File: src/rtl/sprite_word_decoder.sv
// sprite_word_decoder: filters the free-running sprite command word, range-checks
// the coordinates and commits accepted words to the drawing registers on the
// next frame boundary so a sprite never moves mid-frame.
// Optional build macro SPRITE_DECODER_CLAMP_EN: out-of-range coordinates are
// clamped to the nearest legal bound and the word is still committed.
//
// state      | meaning
// IDLE       | waiting for the sampled word to differ from the last accepted one
// TRACK      | counting consecutive identical samples of the candidate word
// CHECK      | one-cycle range check of the stable candidate
// WAIT_FRAME | accepted word held in pend_q until new_frame
module sprite_word_decoder #(
  parameter int STABLE_CYCLES = 4,
  parameter int X_MIN         = 1,
  parameter int X_MAX         = 620,
  parameter int Y_MIN         = 0,
  parameter int Y_MAX         = 460
) (
  input  logic        clk,
  input  logic        reset,
  input  logic [31:0] data_in,
  input  logic        new_frame,
  output logic [2:0]  sprite_flags,
  output logic [9:0]  sprite_x,
  output logic [9:0]  sprite_y,
  output logic [8:0]  sprite_offset,
  output logic        update,
  output logic        pending,
  output logic        err,
  output logic [7:0]  err_count
);

  typedef enum logic [1:0] {IDLE, TRACK, CHECK, WAIT_FRAME} state_t;

  localparam logic [3:0] STABLE_V = 4'(STABLE_CYCLES);
  localparam logic [9:0] X_MIN_V  = 10'(X_MIN);
  localparam logic [9:0] X_MAX_V  = 10'(X_MAX);
  localparam logic [9:0] Y_MIN_V  = 10'(Y_MIN);
  localparam logic [9:0] Y_MAX_V  = 10'(Y_MAX);

`ifdef SPRITE_DECODER_CLAMP_EN
  localparam bit CLAMP_ON = 1'b1;
`else
  localparam bit CLAMP_ON = 1'b0;
`endif

  state_t      state, state_n;
  logic [31:0] in_q, cand, last_acc, pend_q, cand_commit;
  logic [3:0]  cnt;
  logic        load_cand, inc_cnt, accept, reject, commit;
  logic        x_lo_ok, x_hi_ok, y_lo_ok, y_hi_ok, in_range;

  // a >= b via an 11-bit borrow, so a zero bound does not become a constant compare
  function automatic logic ge10(input logic [9:0] a, input logic [9:0] b);
    logic [10:0] d;
    d = {1'b0, a} - {1'b0, b};
    return ~d[10];
  endfunction

  assign x_lo_ok  = ge10(cand[28:19], X_MIN_V);
  assign x_hi_ok  = ge10(X_MAX_V, cand[28:19]);
  assign y_lo_ok  = ge10(cand[18:9], Y_MIN_V);
  assign y_hi_ok  = ge10(Y_MAX_V, cand[18:9]);
  assign in_range = x_lo_ok && x_hi_ok && y_lo_ok && y_hi_ok;

`ifdef SPRITE_DECODER_CLAMP_EN
  logic [9:0] x_cl, y_cl;
  assign x_cl = !x_lo_ok ? X_MIN_V : (!x_hi_ok ? X_MAX_V : cand[28:19]);
  assign y_cl = !y_lo_ok ? Y_MIN_V : (!y_hi_ok ? Y_MAX_V : cand[18:9]);
  assign cand_commit = {cand[31:29], x_cl, y_cl, cand[8:0]};
`else
  assign cand_commit = cand;
`endif

  assign pending = (state == WAIT_FRAME);

  // state register
  always_ff @(posedge clk or posedge reset) begin
    if (reset) state <= IDLE;
    else       state <= state_n;
  end

  // next state and datapath strobes; the IDLE->TRACK edge already counts as the
  // first stable sample, so CHECK follows STABLE_CYCLES samples after a change
  always_comb begin
    state_n   = state;
    load_cand = 1'b0;
    inc_cnt   = 1'b0;
    accept    = 1'b0;
    reject    = 1'b0;
    commit    = 1'b0;
    case (state)
      IDLE: begin
        if (in_q != last_acc) begin
          load_cand = 1'b1;
          state_n   = (STABLE_CYCLES == 1) ? CHECK : TRACK;
        end
      end
      TRACK: begin
        if (in_q != cand)                     load_cand = 1'b1;
        else if (cnt + 4'd1 == STABLE_V)      state_n   = CHECK;
        else                                  inc_cnt   = 1'b1;
      end
      CHECK: begin
        if (cand == last_acc) begin
          state_n = IDLE;
        end else begin
          reject = !in_range;
          if (in_range || CLAMP_ON) begin
            accept  = 1'b1;
            state_n = WAIT_FRAME;
          end else begin
            state_n = IDLE;
          end
        end
      end
      WAIT_FRAME: begin
        if (new_frame) begin
          commit  = 1'b1;
          state_n = IDLE;
        end
      end
      default: state_n = IDLE;
    endcase
  end

  // sampling, candidate tracking, error counting and frame-boundary commit
  always_ff @(posedge clk or posedge reset) begin
    if (reset) begin
      in_q          <= '0;
      cand          <= '0;
      last_acc      <= '0;
      pend_q        <= '0;
      cnt           <= '0;
      err           <= 1'b0;
      err_count     <= '0;
      update        <= 1'b0;
      sprite_flags  <= '0;
      sprite_x      <= '0;
      sprite_y      <= '0;
      sprite_offset <= '0;
    end else begin
      in_q <= data_in;
      if (load_cand) begin
        cand <= in_q;
        cnt  <= 4'd1;
      end else if (inc_cnt) begin
        cnt <= cnt + 4'd1;
      end
      if (accept)          pend_q   <= cand_commit;
      if (accept || reject) last_acc <= cand;
      err <= reject;
      if (reject && err_count != 8'hFF) err_count <= err_count + 8'd1;
      update <= commit;
      if (commit) begin
        sprite_flags  <= pend_q[31:29];
        sprite_x      <= pend_q[28:19];
        sprite_y      <= pend_q[18:9];
        sprite_offset <= pend_q[8:0];
      end
    end
  end

endmodule
File: config.mk
export PLATFORM = sky130hd
export DESIGN_NAME = sprite_word_decoder
export DESIGN_NICKNAME = d
export VERILOG_FILES = /design/src/rtl/sprite_word_decoder.sv
export SDC_FILE = /design/constraint.sdc
export NUM_CORES = 1
export LEC_CHECK = 0
export ABC_CLOCK_PERIOD_IN_PS = 5100
export CAP_MARGIN = 20
export CORE_UTILIZATION = 51
export CTS_CLUSTER_SIZE = 24
export DETAILED_ROUTE_END_ITERATION = 10
export PLACE_DENSITY = 0.76
export SLEW_MARGIN = 10
export SYNTH_ARGS = -nofsm -noshare
export SYNTH_HDL_FRONTEND = slang
export SYNTH_SLANG_ARGS = --single-unit
File: constraint.sdc
create_clock -name clk -period 5.1 [get_ports clk]
set_input_delay 0.51 -clock clk [delete_from_list [all_inputs] [get_ports clk]]
set_output_delay 0.51 -clock clk [all_outputs]
set_load 0.03 [all_outputs]
# --- Yosys cells after proc, flatten, opt, wreduce, memory -nomap -nowiden ---
# Cells that the tools add are included.
word_totals:
  register_bits: 176
  latch_bits: 0
  ramBits: 0
  romBits: 0
  in_bits: 35
  out_inout_bits: 43
  elab_cells: 63
  mem_count: 0
op_classes:
  addsub: 5
  mul: 0
  div_mod_pow: 0
  magnitude_cmp: 0
  eq_ne: 12
  shifts: 0
  n_mux: 22
  bitwise: 3
  reduce_logical: 8
op_table:
  columns: ["cell", "count"]
  rows:
  - ["32-bit inequality test", 2]
  - ["32-bit == test", 1]
  - ["1-bit 2-to-1 mux", 12]
  - ["2-bit 2-to-1 mux", 6]
  - ["10-bit by 1-bit subtractor with 11-bit output, second input constant", 1]
  - ["10-bit by 10-bit subtractor with 11-bit output, first input constant", 1]
  - ["9-bit by 10-bit subtractor with 11-bit output, first input constant", 1]
  - ["8-bit by 1-bit adder with 8-bit output, second input constant", 1]
  - ["4-bit 2-to-1 mux", 2]
  - ["2-bit inequality test, second input constant", 4]
  - ["8-bit inequality test, second input constant", 1]
  - ["2-bit case mux with 4 select lines", 1]
  - ["4-bit by 1-bit adder with 4-bit output, second input constant", 1]
  - ["2-bit == test, second input constant", 2]
  - ["4-bit by 3-bit == test with 1-bit output, second input constant", 1]
  - ["4-bit AND reduction", 1]
  - ["1-bit logical AND", 3]
  - ["1-bit NOT", 3]
  - ["2-bit by 1-bit == test with 1-bit output, second input constant", 1]
  - ["2-bit logical NOT", 1]
  - ["1-bit case mux with 2 select lines", 1]
  - ["2-bit nonzero test", 1]
  - ["1-bit logical NOT", 1]
  - ["1-bit logical OR", 1]

# --- Longest topological paths before layout ---
depth:
  depth_word: 8
  ltp_mapped: 9
  ltp_nobuf: 6

# --- Worst setup path after synthesis ---
# OpenSTA, ideal clock, no wires.
synth_path:
  kind: "reg-to-reg"
  from: "reg cand[27]"
  to: "reg last_acc[10]"
  setup_time_ps: 125
  t_arrival_ps: 2076
  t_required_ps: 4975
  setup_slack_ps: 2899
  stages_incl_launch_ff: 9
  path_buffers: 3
  synth_period_minus_slack_ps: 2201
  cell_sequence: "dfrtp_1 -> buf_2 -> xor2_1 -> nor4_1 -> nand4_1 -> o211ai_1 -> buf_2 -> buf_2 -> mux2_2"
synth_via:
  elab_chain_cells: 8
  word_cells_on_any_way: 14
  classes_between: "add/sub: 2; eq/ne: 1; mux: 5; bitwise: 2; reduce/logical: 4"
synth_lines:
  columns: ["item", "line", "source"]
  rows:
  - ["start, declared", "48", "logic [31:0] in_q, cand, last_acc, pend_q, cand_commit;"]
  - ["start signal, assigned", "145", "cand <= in_q;"]
  - ["10-bit by 1-bit subtractor with 11-bit output or 10-bit by 10-bit subtractor with 11-bit output (tied branches)", "56", "d = {1'b0, a} - {1'b0, b};"]
  - ["1-bit NOT", "57", "return ~d[10];"]
  - ["1-bit logical AND (2 in series)", "64", "assign in_range = x_lo_ok && x_hi_ok && y_lo_ok && y_hi_ok;"]
  - ["1-bit 2-to-1 mux or 1-bit logical NOT (tied branches)", "109, 108", null]
  - ["1-bit 2-to-1 mux", "105", "if (cand == last_acc) begin"]
  - ["1-bit 2-to-1 mux", "92", "case (state)"]
  - ["1-bit logical OR *", "151", "if (accept || reject) last_acc <= cand;"]
  - ["end signal, assigned", "151", null]
  - ["end, declared", "48", null]
# Every way passes the cells marked *; elsewhere a longest branch is shown, timed or not.
# A chain may end at the register's enable or synchronous reset.

# --- Worst setup path after layout ---
layout_path:
  from: "reg cand[4]"
  to: "reg cand[23]"
layout_via:
  elab_chain_cells: 3
layout_lines:
  columns: ["item", "line", "source"]
  rows:
  - ["32-bit inequality test", "100", "if (in_q != cand) load_cand = 1'b1;"]
  - ["1-bit 2-to-1 mux", "100", null]
  - ["1-bit case mux with 2 select lines", "92", null]
# Every way passes these cells.

==> results.py <==
metrics = {
    "sta": {
        "rsz0062_at_grt": "false",
        "min_period_over_period_pct": 58.7,
        "fin_setup_tns_ns": 0,
        "setup_ws_ns": 2.11,
        "final.min_clock_period_ns": 2.99,
        "final-setup-viol-count": 0,
        "relSlewSlack_pct": 35.7,
        "final_hold_viol_count": 0,
        "fin_skew_ns": 0.00654,
        "tightest_slew_ns": 0.965,
        "fmax_ghz": 0.334,
        "drv_slew": 0,
    },
    "power_and_ir_drop": {
        "cell_internal_pwr_uw": 2410,
        "cellPowerDensity_nw_per_um2": 332,
        "power.sequential.fraction_pct": 48.7,
        "peakVddDrop_mv": 0.231,
        "power.clock.fraction_pct": 46.0,
        "netSwitchingPower_uw": 648,
        "power.static_leakage_uw": 0.00423,
        "switching_share_pct": 21.2,
        "power.share.combinational_pct": 5.3,
    },
    "clocking": {
        "cts_buffer_depth": 2,
        "worst_skew_pair.late_latency_ns": 0.42,
        "postCtsResizedCells": 0,
        "cts.reportedPaths.clkPinSlew_ns": 0.06,
        "cts_made_buffers": 17,
        "cts.sinks": 176,
        "clock_tree.htree_level_count": 4,
        "cts_hold_buf": 0,
        "cts.root.buffer_cell": "clkbuf_16",
        "cts_tree": "built",
        "post_cts.repair.setup_buffers": 0,
    },
    "synthesis": {
        "synth.area.top_cells": "dfrtp_1, mux2_2, xnor2_1",
        "synthDominantCellAreaShare_pct": 57.2,
        "synth-seq-area-share_pct": 57.2,
        "synthesis.area_per_instance_um2": 14.3,
        "synth_async_sr_flop_share_pct": 100,
        "syn-instance-count": 537,
        "yosys_warnings": 0,
        "synthDominantAreaCellType": "dfrtp_1",
        "synthFlopType": "dfrtp_1",
        "number_of_flops_mapped_to_enable_cells_by_yosys": 0,
        "postSynthNetCount": 575,
        "mappedNetlistArea_um2": 7700,
        "ys_seq_elements": 176,
        "post_synth_num_cell_types": 42,
    },
    "run_status": {
        "result_of_the_run": "complete, but fails checks",
        "failed_checks": "design-rule violations",
    },
    "worst_hold_path": {
        "hold_depth": 1,
        "min_path_type": "flop to flop",
    },
    "layout": {
        "design.final.nets": 653,
        "drive_above_1_share_pct": 22.6,
        "final_cell_mix": "dfrtp_1, clkdlybuf4s50_1, mux2_2",
        "final_antenna_diode_count": 0,
        "mostFrequentLayoutCell": "dfrtp_1",
        "area_delta_synth_final_pct": 19.7,
        "post_layout_nonfiller_instances": 811,
    },
    "critical_path": {
        "crit_chain": "xnor2_1 > nand4_1 > nor4_1 > nand2_1 > a22o_1 > buf_4 > mux2_1",
        "critical_path.startpoint_type": "flop",
        "arrival_ns": 3.29,
        "worst_path_maximum_fanout": 22,
        "critPathMaxStageDelay_ns": 0.52,
        "criticalPathCategory": "flop to flop",
        "endpoint_kind": "flop",
        "worst_r2r_path_depth": 7,
        "worst_path_max_delay_cell": "nor4_1",
        "critPathRequiredTime_ns": 5.40,
    },
    "detailed_routing": {
        "num_vias": 4397,
        "avgViaCountPerCell": 5.42,
        "first_pass_iters": 8,
        "drt-total-wl_mm": 15.8,
        "remaining_antenna_violation_count_after_routing": 0,
        "detail_route.drc_violations": 13,
        "drt-initial-drc-count": 241,
        "drt-wirelength-per-cell_um": 19.5,
    },
    "flow_run": {
        "timing.max_cap.violations": 0,
    },
    "floorplanning": {
        "floorplan.core_area_um2": 14600,
        "start_util_pct": 52.6,
        "row_count": 44,
        "ios": 78,
        "die_height_um": 125,
        "horizontal_die_dimension_um": 125,
        "fp.dieArea_um2": 15600,
    },
    "placement": {
        "hpwlAfterDp_mm": 10.8,
        "dpl.cell_count": 780,
        "io_buffer_count": 77,
        "place.gp.congestion": 0.802,
        "place_worst_setup_slack_ns": 2.07,
    },
    "global_route": {
        "total_global_route_track_usage_pct": 21.9,
        "grt_antenna_before_repair": 0,
        "pin_count_of_the_biggest_net_entering_global_routing": 177,
        "grt_first_pass_wirelength_mm": 25.6,
        "grt_remaining_overflow": 0,
        "via_count_of_the_first_global_routing_pass": 4585,
    },
}
registers in the layout, indices dropped and copies added, names as in the netlist:
register,cells
in_q,32
last_acc,32
state,2
sprite_x,10
sprite_offset,9
sprite_flags,3
cand,32
pend_q,32
update,1
sprite_y,10
err,1
cnt,4
err_count,8
cells by family (layout without fill, tap and decap cells):
kind of cell / Yosys count / after routing / synth area share [%]
flops: 176 / 176 / 57.2
mux: 129 / 129 / 20.2
xor+xnor: 103 / 103 / 11.7
simple gates: 80 / 80 / 6.04
buf+inv: 28 / 118 / 2.76
compound gates: 18 / 18 / 1.59
fa+ha+maj: 3 / 3 / 0.487
through the flow:
step	utilization (%)	hold slack [ns]	area [µm²]	power, µW
final	63.0	0.505	9220	3060
after global routing	63.0	0.507	9220	3170
after CTS	63.0	0.505	9220	3090
after detailed placement	58.6	0.483	8570	1680
after global placement	58.4	0.466	8550	1680
after floorplan	-	0.449	7700	1610
power by group through the flow:
stage	clock (µW)	combinational [µW]	sequential (µW)
after floorplan	0	109	1500
after CTS	1430	167	1490
after global routing	1500	179	1500
final	1410	162	1490
after global placement	0	163	1510
after detailed placement	0	165	1520
per-layer routing:
| layer | global-route usage, % | wire, µm | up-vias |
|---|---|---|---|
| met5 | 0 | 0 | - |
| li1 | - | - | 2039 |
| met1 | 29.8 | 7360 | 2262 |
| met4 | 6.89 | 263 | 0 |
| met2 | 34.5 | 7590 | 77 |
| met3 | 5.37 | 569 | 19 |
synth_stat cells (2+ instances only):
cell type  instances
o21ai_0            5
xnor2_1           70
or3_1              5
mux2_1            26
and2_1             3
nor2_1             4
a211oi_1           2
nor3_1             3
buf_12             2
mux2_2            74
buf_6              6
nor4_1            13
buf_4              2
a21oi_1            4
ha_1               3
and3_1             3
nand4_1           19
buf_2              9
dfrtp_1          176
xor2_1            33
nand2_1           10
nand3_1            8
or2_2              2
o211ai_1           3
mux2_4            28
nand2b_1           2
inv_1              5
buf_1              3
worst paths after layout:
check / from / to / slack (ns)
worst max-delay path: cand[4] / cand[23] / 2.11
worst min-delay path: err_count[4] / err_count[4] / 0.51
worst max register to register: cand[4] / cand[23] / 2.11
worst min register to register: err_count[4] / err_count[4] / 0.51
max in group asynchronous: reset / sprite_offset[0] / 3.69
min in group asynchronous: reset / pend_q[8] / 0.65
worst max-delay path: cells and delay by family (launching register included):
family	cells	cell delay [ns]
xor+xnor	1	0.33
mux	1	0.36
compound gates	1	0.48
flops	1	0.43
simple gates	3	0.89
buf+inv	1	0.37
final cells by class:
class	instances	area [µm²]
Sequential cell	176	4400
Fill cell	1104	5430
Multi-Input combinational cell	333	3080
Clock buffer	21	460
Inverter	5	22.5
Clock inverter	10	184
Timing Repair Buffer	82	833
Tap cell	184	230
Power figures use the tool's default switching activity.
==> variant 1, RTL diff (config.mk and constraints unchanged) <==
Re-encode `state_t` (4 states) as one-hot, 4 bits wide.
--- a/src/rtl/sprite_word_decoder.sv
+++ b/src/rtl/sprite_word_decoder.sv
@@ -30,7 +30,7 @@
   output logic [7:0]  err_count
 );
 
-  typedef enum logic [1:0] {IDLE, TRACK, CHECK, WAIT_FRAME} state_t;
+  typedef enum logic [3:0] {IDLE = 4'b0001, TRACK = 4'b0010, CHECK = 4'b0100, WAIT_FRAME = 4'b1000} state_t;
 
   localparam logic [3:0] STABLE_V = 4'(STABLE_CYCLES);
   localparam logic [9:0] X_MIN_V  = 10'(X_MIN);
Check against the original RTL: no difference found for any inputs over 10 cycles, from zero or initial values and one cycle with reset high; not proved beyond that.
==> variant 1 against the unedited design <==
First-iteration DRC count increased by 15%. Worst setup slack gained 0.16 ns. Fmax increased by 5.7%. Area after synthesis is 1.3% lower. Power is 5.0% lower. Design area is 0.90% lower. Routed wire length is 3.4% lower. Sequential cell count is 2 higher. Count of clock-buffer cells in the layout increased by 1.
==> variant 1: results (changes against the unedited design) <==
<table>
<tr><th>Metric</th><th>Value</th></tr>
<tr><th colspan="2">Global route</th></tr>
<tr><td>First-pass GRT wire length</td><td>24100 um (-5.7%)</td></tr>
<tr><td>Via count of the first global-routing pass</td><td>4500 (-1.9%)</td></tr>
<tr><td>Largest net degree at the start of global routing</td><td>179 (+1.1%)</td></tr>
<tr><td>Global router's overall resource usage</td><td>0.216 (-0.00264)</td></tr>
<tr><th colspan="2">Setup path</th></tr>
<tr><td>R2r endpoint</td><td>pend_q[4]</td></tr>
<tr><td>Setup slack, reg-to-reg</td><td>2.38 ns (+0.27 ns)</td></tr>
<tr><td>Arrival time worst endpoint</td><td>2.32 ns (-0.97 ns)</td></tr>
<tr><td>Startpoint of the worst-slack reg-to-reg timing path</td><td>cand[9]</td></tr>
<tr><th colspan="2">Pwr</th></tr>
<tr><td>P_leak</td><td>4.20 nW (-0.64%)</td></tr>
<tr><td>VDD IR-drop max</td><td>0.287 mV (+24%)</td></tr>
<tr><td>Fraction of power spent switching nets</td><td>0.216 (+0.00426)</td></tr>
<tr><th colspan="2">Place</th></tr>
<tr><td>Routability congestion estimate</td><td>0.869 (+8.4%)</td></tr>
<tr><th colspan="2">Routing</th></tr>
<tr><td>Detailed Route WL</td><td>15300 um (-3.4%)</td></tr>
<tr><td>Number of DRC violations after detailed-routing iteration 0</td><td>277 (+15%)</td></tr>
<tr><td>Routed via count divided by cell count</td><td>5.37 (-0.96%)</td></tr>
<tr><td>1st-pass router iterations</td><td>7 (-1)</td></tr>
<tr><th colspan="2">Hold path</th></tr>
<tr><td>Capture endpoint of the worst hold path</td><td>sprite_flags[2]</td></tr>
<tr><td>Hold/Removal Path Class</td><td>flop to flop</td></tr>
<tr><th colspan="2">Outcome</th></tr>
<tr><td>Run status</td><td>complete, no violations</td></tr>
<tr><th colspan="2">Finish</th></tr>
<tr><td>Filler cell count in the final layout</td><td>1100 (-0.36%)</td></tr>
<tr><td>Layout cell share with drive strength beyond 1</td><td>0.274 (+0.0478)</td></tr>
<tr><th colspan="2">Synthesis</th></tr>
<tr><td>Net count after synthesis</td><td>576 (+0.17%)</td></tr>
<tr><td>Largest cells by area after synthesis</td><td>dfrtp_1 58%, mux2_2 19%, xor2_1 7.7%</td></tr>
<tr><td>Number of distinct library cells after synthesis</td><td>44 (+4.8%)</td></tr>
<tr><td>Most numerous cell types in the synthesized netlist</td><td>177 x dfrtp_1, 127 x mux2_2, 67 x xor2_1</td></tr>
<tr><td>Share of synthesized area occupied by flip-flops and latches</td><td>0.586 (+0.0140)</td></tr>
<tr><th colspan="2">Timing</th></tr>
<tr><td>Worst Max-Slew Pin Slew</td><td>0.926 ns (-0.0388 ns)</td></tr>
<tr><td>Worst clock skew</td><td>0.0154 ns (+0.00883 ns)</td></tr>
</table>
-- variant 1: worst max path at each step --
stage,to,start,depth (start not counted)
after floorplan,cand[0],reset,1
after detailed placement,pend_q[27],cand[9],7
after global placement,err_count[1],cand[25],7
after CTS,pending,state[1],2
after global routing,err_count[1],cand[31],7
final,pending,state[1],2
-- variant 1: area by class of cell --
type                       count  share of cell area
sequential                   178               0.488
multi-input combinational    331               0.331
timing repair buffer          82              0.0898
clock buffer                  22              0.0497
tap                          184              0.0252
clock inverter                 9              0.0145
inverter                       5             0.00247
-- variant 1: per-stage QoR --
step / power (mW) / setup WS [ns] / hold WS, ns / area [um2] / std cells
2_1_floorplan: 1.57 / 2.31 / 0.460 / 7610 / 538
3_3_place_gp: 1.63 / 2.37 / 0.488 / 8550 / 780
3_5_place_dp: 1.63 / 2.36 / 0.490 / 8550 / 780
4_1_cts: 2.94 / 2.29 / 0.499 / 9140 / 811
5_1_grt: 3.01 / 2.15 / 0.502 / 9140 / 811
6_report: 2.91 / 2.27 / 0.501 / 9140 / 811
-- variant 1: layer usage --
layer,share of wire,up-vias,GRT usage
met5,0,-,0
met4,0.017,0,0.0796
met3,0.037,22,0.0563
met2,0.47,84,0.326
met1,0.48,2209,0.300
li1,-,2040,-
-- variant 1: worst max-delay path: stages (launching register included) --
cell	delay [ns]
dfrtp_1	0.40
nor4b_1	0.70
clkdlybuf4s50_1	0.80
-- variant 1: power by group through the flow --
stage	clock, mW	combinational, mW	sequential [mW]
2_1_floorplan	0	0.0832	1.49
3_3_place_gp	0	0.125	1.50
3_5_place_dp	0	0.127	1.51
4_1_cts	1.33	0.128	1.48
5_1_grt	1.39	0.139	1.48
6_report	1.30	0.125	1.48
-- variant 1: cell families after synthesis --
group,count (synthesis),synth area share
adder cells (fa/ha/maj),3,0.00494
XOR/XNOR,105,0.121
AO/OA/AOI/OAI,14,0.0130
flip-flops,178,0.586
multiplexers,129,0.191
AND/OR/NAND/NOR,80,0.0652
buffers and inverters,29,0.0188
==> variant 2, RTL diff (same settings) <==
Without the edit above. The option `SPRITE_DECODER_CLAMP_EN` is turned on by a define.
--- a/src/rtl/sprite_word_decoder.sv
+++ b/src/rtl/sprite_word_decoder.sv
@@ -9,6 +9,8 @@
 // TRACK      | counting consecutive identical samples of the candidate word
 // CHECK      | one-cycle range check of the stable candidate
 // WAIT_FRAME | accepted word held in pend_q until new_frame
+`define SPRITE_DECODER_CLAMP_EN
+
 module sprite_word_decoder #(
   parameter int STABLE_CYCLES = 4,
   parameter int X_MIN         = 1,
Function: changed (Yosys sat finds a counterexample within 10 cycles, from zero or initial values and one cycle with reset high).
==> variant 2 against the unedited design <==
Routed wire length shrank 6.4%. Utilization shrank 0.15 points. Largest power group unchanged. Area after synthesis shrank 5.3%. Power shrank 9.0%. Sequential cell count shrank 12. Design area shrank 5.1%. Worst setup slack gained 0.12 ns. Synthesized cell count grew 3.7%.
==> variant 2: results (changes against the unedited design) <==
<table>
<tr><th>Metric</th><th>Value</th></tr>
<tr><th colspan="2">Synthesis</th></tr>
<tr><td>Post-synthesis mux area share</td><td>0.163 (-0.0390)</td></tr>
<tr><td>Share of synthesized area occupied by flip-flops and latches</td><td>0.563 (-0.00890)</td></tr>
<tr><td>Adder and majority cell fraction of the synthesized area</td><td>0.00515 (+0.000275)</td></tr>
<tr><td>Most numerous cell types in the synthesized netlist</td><td>164 x dfrtp_1, 70 x mux2_2, 65 x xor2_1</td></tr>
<tr><td>Largest cells by area after synthesis</td><td>dfrtp_1 56%, mux2_2 11%, xor2_1 7.8%</td></tr>
<tr><td>Compound-cell area share of the yosys netlist</td><td>0.0348 (+0.0189)</td></tr>
<tr><td>Parity-gate share of the synthesized area counting xor and xnor cells</td><td>0.124 (+0.00662)</td></tr>
<tr><th colspan="2">Global route</th></tr>
<tr><td>Global router's overall resource usage</td><td>0.224 (+0.00572)</td></tr>
<tr><td>Largest net degree at the start of global routing</td><td>86 (-51%)</td></tr>
<tr><td>Via count of the first global-routing pass</td><td>4657 (+1.6%)</td></tr>
<tr><td>First-pass GRT wire length</td><td>24700 um (-3.6%)</td></tr>
<tr><th colspan="2">Routing</th></tr>
<tr><td>Post-DR wirelength/cell</td><td>17.9 um (-8.0%)</td></tr>
<tr><td>Routed via count divided by cell count</td><td>5.40 (-0.42%)</td></tr>
<tr><td>Number of DRC violations after detailed-routing iteration 0</td><td>375 (+56%)</td></tr>
<tr><td>1st-pass router iterations</td><td>5 (-3)</td></tr>
<tr><th colspan="2">Hold path</th></tr>
<tr><td>Depth of the worst hold-timing path</td><td>2 (+1)</td></tr>
<tr><th colspan="2">Place</th></tr>
<tr><td>Routability congestion estimate</td><td>0.885 (+10%)</td></tr>
<tr><td>HPWL Detailed</td><td>10300 um (-5.2%)</td></tr>
<tr><th colspan="2">Pwr</th></tr>
<tr><td>VDD IR-drop max</td><td>0.226 mV (-1.9%)</td></tr>
<tr><td>P_leak</td><td>4.13 nW (-2.3%)</td></tr>
<tr><th colspan="2">Setup path</th></tr>
<tr><td>Maximum net fanout on the critical path</td><td>50 (+130%)</td></tr>
<tr><td>Worst setup path end</td><td>err_count[1]</td></tr>
<tr><td>Arrival time worst endpoint</td><td>3.19 ns (-0.10 ns)</td></tr>
<tr><td>Largest stage delay on the critical path</td><td>0.54 ns (+0.02 ns)</td></tr>
<tr><td>Setup slack, reg-to-reg</td><td>2.23 ns (+0.12 ns)</td></tr>
<tr><th colspan="2">Timing</th></tr>
<tr><td>Final critical-path share of the clock period</td><td>0.563 (-0.0240)</td></tr>
<tr><td>Worst Max-Slew Pin Slew</td><td>0.817 ns (-0.148 ns)</td></tr>
<tr><th colspan="2">Finish</th></tr>
<tr><td>Net count reported at finish</td><td>670 (+2.6%)</td></tr>
<tr><td>Layout cell share with drive strength beyond 1</td><td>0.214 (-0.0125)</td></tr>
<tr><th colspan="2">Outcome</th></tr>
<tr><td>Run status</td><td>complete, no violations</td></tr>
</table>
-- variant 2: cell types whose count changed after synthesis, sizes merged, moves of 4 or more --
cell	change
mux2	-32
xnor2	-32
xor2	+32
nor2	+20
o21ai	+13
dfrtp	-12
inv	+11
clkbuf	+8
a21oi	+7
nor4	+6
buf	-5
a31oi	+4
nand3	+4
-- variant 2: per-layer routing --
metal  vias up  track usage  share of wire
met5         -            0              0
met4         0       0.0988          0.023
met3        24       0.0463          0.036
met2       106        0.347           0.49
met1      2248        0.307           0.45
li1       2076            -              -
-- variant 2: layout make-up --
cell class                 count  area (um2)
multi-input combinational    351        2960
fill                        1081        5180
timing repair buffer          82         808
inverter                      16        65.1
clock buffer                  18         429
clock inverter                14         161
sequential                   164        4100
tap                          180         225
-- variant 2: cell families after synthesis --
kind of cell / after synthesis
AOI/OAI and AO/OA: 43
adders and majority gates: 3
DFF: 164
muxes: 97
and+or+nand+nor: 105
buffers and inverters: 42
xor gates and xnor gates: 103
-- variant 2: where the power goes --
part	internal [mW]	switching [mW]
clock network	0.766	0.513
registers	1.33	0.0446
logic	0.0709	0.0636
total	2.16	0.621
-- variant 2: stage by stage --
stage	cells	utilization	hold slack, ns	worst slack (ns)	area (um2)
5_1_grt	825	0.628	0.503	2.04	8750
2_1_floorplan	557	-	0.460	0.157	7290
3_5_place_dp	793	0.586	0.476	2.22	8160
4_1_cts	825	0.628	0.490	2.23	8750
6_report	825	0.628	0.480	2.23	8750
3_3_place_gp	793	0.586	0.463	2.28	8160
-- variant 2: worst min-delay path, stage by stage (launching register included) --
cell,delay [ns]
dfrtp_1,0.34
nand2_1,0.05
o21ai_0,0.06
